===== config.mk =====
export PLATFORM = sky130hd
export DESIGN_NAME = register_file_n
export DESIGN_NICKNAME = d
export VERILOG_FILES = /design/src/rtl/register_file_n_pkg.sv /design/src/rtl/register_file_n_register_n.sv /design/src/rtl/register_file_n.sv
export SDC_FILE = /design/constraint.sdc
export NUM_CORES = 2
export LEC_CHECK = 0
export CORE_ASPECT_RATIO = 0.6
export CORE_UTILIZATION = 60
export CTS_CLUSTER_DIAMETER = 150
export DETAILED_ROUTE_END_ITERATION = 12
export GPL_ROUTABILITY_DRIVEN = 1
export PLACE_DENSITY_LB_ADDON = 0.1
export SYNTH_ARGS = -nofsm -noshare
export SYNTH_HDL_FRONTEND = slang
export SYNTH_SLANG_ARGS = --single-unit

===== constraint.sdc =====
create_clock -name clk -period 5.8 [get_ports clk]
set_input_delay 0.58 -clock clk [delete_from_list [all_inputs] [get_ports clk]]
set_output_delay 0.58 -clock clk [all_outputs]
set_load 0.02 [all_outputs]

===== src/rtl/register_file_n_pkg.sv =====
// Shared datapath sizing for the decode-stage register file.
package register_file_n_pkg;
   localparam int unsigned REG_WIDTH     = 32;
   localparam int unsigned REG_DEPTH     = 32;
   localparam int unsigned REG_ADDR_W    = 5;
   localparam int unsigned REG_ZERO_ADDR = 0;
endpackage


===== src/rtl/register_file_n_register_n.sv =====
// WIDTH-bit storage register with synchronous clear taking priority over load enable.
module register_n #(
   parameter int unsigned WIDTH = 32
) (
   input  logic             clk,
   input  logic             rst,
   input  logic             en,
   input  logic [WIDTH-1:0] d,
   output logic [WIDTH-1:0] q
);
   always_ff @(posedge clk) begin
      if (rst) begin
         q <= '0;
      end else if (en) begin
         q <= d;
      end
   end
endmodule


===== src/rtl/register_file_n.sv =====
// Register file: one synchronous write port, two combinational read ports.
// Optional write-through forwarding when REGFILE_BYPASS_EN is defined.
module register_file_n
   import register_file_n_pkg::*;
#(
   parameter int unsigned WIDTH    = REG_WIDTH,
   parameter int unsigned DEPTH    = REG_DEPTH,
   parameter int unsigned ADDR_W   = REG_ADDR_W,
   parameter int unsigned ZERO_REG = 1
) (
   input  logic              clk,
   input  logic              rst,
   input  logic              we,
   input  logic [ADDR_W-1:0] waddr,
   input  logic [WIDTH-1:0]  wdata,
   input  logic [ADDR_W-1:0] raddr1,
   input  logic [ADDR_W-1:0] raddr2,
   output logic [WIDTH-1:0]  rdata1,
   output logic [WIDTH-1:0]  rdata2
);
   localparam logic [ADDR_W-1:0] ZeroAddr = ADDR_W'(REG_ZERO_ADDR);
   localparam bit HasZero = (ZERO_REG != 0);

   logic [WIDTH-1:0] entries [DEPTH];
   logic [DEPTH-1:0] wen;

   for (genvar i = 0; i < DEPTH; i++) begin : g_entry
      localparam bit IsZero = HasZero && (i == int'(REG_ZERO_ADDR));
      assign wen[i] = we && (waddr == ADDR_W'(i)) && !IsZero;

      register_n #(
         .WIDTH(WIDTH)
      ) u_reg (
         .clk(clk),
         .rst(rst),
         .en (wen[i]),
         .d  (wdata),
         .q  (entries[i])
      );
   end

`ifdef REGFILE_BYPASS_EN
   logic bypass_ok;
   // Forward only writes that will actually land in storage.
   assign bypass_ok = we && !rst && !(HasZero && waddr == ZeroAddr);
`endif

   always_comb begin
      rdata1 = entries[raddr1];
      if (HasZero && raddr1 == ZeroAddr) begin
         rdata1 = '0;
      end
`ifdef REGFILE_BYPASS_EN
      if (bypass_ok && raddr1 == waddr) begin
         rdata1 = wdata;
      end
`endif
   end

   always_comb begin
      rdata2 = entries[raddr2];
      if (HasZero && raddr2 == ZeroAddr) begin
         rdata2 = '0;
      end
`ifdef REGFILE_BYPASS_EN
      if (bypass_ok && raddr2 == waddr) begin
         rdata2 = wdata;
      end
`endif
   end
endmodule


=== Yosys cells after proc, flatten, opt, wreduce, memory -nomap -nowiden ===
Cells that the tools add are included.

* Bits in registers: 992
* Bits of input ports: 50

* Order comparisons: 2
* Equal/unequal tests: 31
* Mux-type cells: 8
* Bitwise operators: 2
* Reductions and logical operators: 33

{| class="wikitable"
|+ Operators by type and width
! operator !! number
|-
| $bmux W32 S5 || 2
|-
| $mux W32 || 6
|-
| $eq A5 B5 Y1 const B || 16
|-
| $eq A5 B4 Y1 const B || 8
|-
| $logic_and A1 B1 Y1 || 31
|-
| $eq A5 B3 Y1 const B || 4
|-
| $ge A6 B6 Y1 const B || 2
|-
| $not A5 Y6 || 2
|-
| $eq A5 B2 Y1 const B || 2
|-
| $logic_not A5 Y1 || 2
|-
| $eq A5 B1 Y1 const B || 1
|}

=== Longest topological paths before layout ===
* Depth after elaboration: 5
* Mapped depth: 9

=== Cells and area by module ===
From an unflattened synthesis, not the netlist that was laid out.

* Cell total of the unflattened synthesis: 4580
* Area, all modules: 53606.4 µm²

{| class="wikitable"
|+ By module, submodules not included
! module !! times used !! cells an instance !! area an instance (µm²) !! sequential area each (µm²)
|-
| register_n || 32 || 103 || 1163.6 || 640.6
|-
| register_file_n || 1 || 1284 || 16370.7 || 0.0
|}

=== Worst setup path before layout ===
Ideal clock, no wire load.

* Path kind: input port to output port
* Start: input raddr2[2]
* End: output rdata2[21]
* Data arrival time: 2386 ps
* Slack: 2834 ps
* Stages on the path: 7
* Path buffers: 3
* Cells stage by stage: buf_4 -> or3b_2 -> buf_2 -> buf_2 -> o221ai_1 -> o22ai_1 -> a221oi_1

* Cells in the longest elaborated chain, start to end: 5
* Elaborated cells between the ends (all ways): 6

{| class="wikitable"
|+ RTL lines
! item !! RTL line !! RTL
|-
| from (decl) || register_file_n.sv:17 || <nowiki>input logic [ADDR_W-1:0] raddr2,</nowiki>
|-
| $not A5 Y6 (implied by the code) || register_file_n.sv:61 || <nowiki>rdata2 = entries[raddr2];</nowiki>
|-
| $bmux W32 S5 || register_file_n.sv:61 ||
|-
| $mux W32 (implied by the code) (2 in a row) || register_file_n.sv:61 ||
|-
| $mux W32 * || register_file_n.sv:62 || <nowiki>if (HasZero && raddr2 == ZeroAddr) begin</nowiki>
|-
| to (decl) || register_file_n.sv:19 || <nowiki>output logic [WIDTH-1:0] rdata2</nowiki>
|}

Every way passes the cells marked *; elsewhere a longest branch is shown, timed or not. The select of a mux whose other input is x is not followed.

=== Worst setup path after layout ===
* Start: input raddr2[2]
* End: output rdata2[7]

The elaborated chain is that of the path after synthesis.

==> impl_metrics.ini <==
[outcome]
status = complete, no violations

[placed_design]
portBuffers = 113
dp.cells = 6487
hpwl_um = 118000
gp_congestion = 0.965
pre_cts_slack_ns = 1.28

[synthesis]
synthesis.nets = 5754
synth_edf_count = 0
synthArstFlopShare_pct = 0
ys_seq_area_share_pct = 39.5
synthDistinctLibCells = 49
yosys_register_bits = 992
synth_flop_cell = dfxtp_1
yosysWarningCount = 0
avgSynthCellArea_um2 = 8.81
netlist_area_um2 = 50200
synthCells = 5704

[worst_setup_path]
cp_max_fo = 31
critPathCaptureType = output pin
cp.arrival_ns = 4.28
required_ns = 5.22
cp-start-kind = input port
rrSetupSlack_ns = 5.03
slowest_stage = clkinv_2
reg2reg_depth = 2
critPathMaxStageDelay_ns = 0.86
worstPathCellList = buf_4 -> clkinv_2 -> mux2_2 -> a221oi_1 -> nor2_1 -> clkdlybuf4s50_1
crit_type = in2out

[drt]
drt_iter0_drc = 9002
vias = 47000
wl_per_cell_um = 30.5
drc_errors = 0
first_pass_iters = 7
routed_wl_um = 203000
vias_per_cell = 7.06
drtAntennaViolNets = 0

[clock_tree]
clk_pin_slew_ns = 0.06
cts_resized = 0
cts_root_buf = clkbuf_16
clkLatencyLatePin_ns = 0.71
hold_buffers = 0
cts_tree = done
htree_levels = 3
cts_buffers = 91
post_cts_buffers = 0
ctsLongestPathBuffers = 3
clock_sinks = 992

[hold_path]
hold_depth = 2
hold_path.class = reg2reg

[sta]
timing.hold.ws_ns = 0.466
finalSetupTns_ns = 0
fmax_ghz = 0.206
period_minus_slack_ns = 4.86
tightest_slew_ns = 1.38
fin_skew_ns = 0
setup_slack_ns = 0.939
max_slew_margin_pct = 7.57
timing.final.crit_share_pct = 83.8
rsz0062_at_grt = false
setup_viol = 0
finalMaxSlewViolations = 0
hold_viol_final = 0

[cells_and_area]
final_common_cell = nand2_1
reg_top3 = g_entry.u_reg.q x992
layout_common_cells = 2012 x nand2_1, 1008 x a21oi_1, 992 x dfxtp_1
fin_nets = 5510
instances_no_fill = 6658
final_util_pct = 66.9
regMostFlops = g_entry.u_reg.q
drive_above_1_share_pct = 16.4
syn_to_final_growth_pct = 9.44
largest_register_ffs = 992

[global_route]
grt_start_max_net_pins = 170
grt_pass1_vias = 43200
antenna_found_initial = 6
grt_remaining_overflow = 0
grt_pass1_wl_um = 292000
track_usage_pct = 47.2

[die]
pin_count = 114
start_util_pct = 61.1
die_area_um2 = 84900
placementRows = 81
core-area_um2 = 82200
die_h_um = 226
die_x_um = 376

[pwr]
powerDensity_nw_per_um2 = 268
total_leakage_power_uw = 0.0178
peakVddDrop_mv = 0.264

[run]
maxCapViolations = 0
[final cells by class]
cell class | instances | area (µm²)
multi-input cells | 4108 | 28100
fillers | 6626 | 27200
flip-flops and latches | 992 | 19900
clock buffers | 131 | 2720
repair buffers | 263 | 2470
well taps | 1120 | 1400
clock inverters | 34 | 409
inverters | 4 | 16.3
diodes | 6 | 15.0
[through the flow]
step | total power (µW) | cell area, µm²
6_report | 14700 | 55000
5_1_grt | 15000 | 55000
4_1_cts | 14600 | 55000
3_5_place_dp | 8330 | 51800
3_3_place_gp | 8320 | 51800
2_1_floorplan | 7840 | 50200
[power by group]
group	internal, µW	total [µW]	switching, µW
Combinational	413	1350	938
Clock	3620	6460	2840
Sequential	6860	6900	38.9
Total	10900	14700	3820
[kinds of logic (layout without fill, tap and decap cells)]
| group | count (synthesis) | count (layout) | share of synthesized area [%] |
|---|---|---|---|
| AOI/OAI and AO/OA | 1225 | 1225 | 13.9 |
| other | 0 | 6 | 0 |
| and+or+nand+nor | 2199 | 2199 | 17.0 |
| muxes | 684 | 684 | 24.5 |
| DFF | 992 | 992 | 39.5 |
| buffers and inverters | 604 | 432 | 5.01 |
[Yosys cell counts (2+ instances only)]
library cell / instances / share of area [%]
a221o_1: 23 / 0.46
or2_2: 3 / 0.037
a311oi_1: 6 / 0.10
o211ai_1: 4 / 0.060
nand4b_1: 3 / 0.052
nor3_1: 13 / 0.13
buf_2: 72 / 0.72
or3_1: 3 / 0.037
o21ai_0: 3 / 0.030
a21oi_1: 1008 / 10
buf_6: 6 / 0.13
mux2_2: 89 / 2.0
clkbuf_1: 451 / 3.4
o221ai_1: 55 / 0.96
buf_1: 40 / 0.30
dfxtp_1: 992 / 40
nor2_1: 67 / 0.50
mux4_2: 428 / 19
a2111o_1: 32 / 0.72
a211oi_1: 11 / 0.16
and2_0: 8 / 0.10
nor2b_1: 5 / 0.062
nand2_1: 2041 / 15
and2_1: 32 / 0.40
o2bb2ai_1: 4 / 0.070
and4bb_2: 3 / 0.075
o22ai_1: 8 / 0.10
mux2i_1: 167 / 3.3
inv_1: 2 / 0.015
buf_4: 31 / 0.46
a221oi_1: 64 / 1.1
a32oi_1: 2 / 0.035
nand2b_1: 10 / 0.12
and4b_1: 3 / 0.060
[per-layer routing]
metal | up-vias | share of wire [%] | track usage, %
met2 | 4326 | 39 | 63.1
met5 | - | 0.015 | 0
met1 | 22400 | 36 | 64.9
li1 | 19500 | - | -
met3 | 825 | 19 | 20.7
met4 | 6 | 5.7 | 22.5
[worst max-delay path: cells and delay by family]
kind	cells	cell delay [ns]
AOI/OAI and AO/OA	1	0.86
and+or+nand+nor	1	0.18
muxes	1	0.52
buffers and inverters	3	2.10
[final timing paths]
path                                        start                                   end
max                                     raddr2[2]                             rdata2[7]
min          g_entry[30].u_reg.q[12]$_SDFFE_PP0P_  g_entry[30].u_reg.q[12]$_SDFFE_PP0P_
max reg2reg    g_entry[6].u_reg.q[8]$_SDFFE_PP0P_    g_entry[6].u_reg.q[8]$_SDFFE_PP0P_
min reg2reg  g_entry[30].u_reg.q[12]$_SDFFE_PP0P_  g_entry[30].u_reg.q[12]$_SDFFE_PP0P_
No activity file was read; power rests on OpenSTA's default activity.
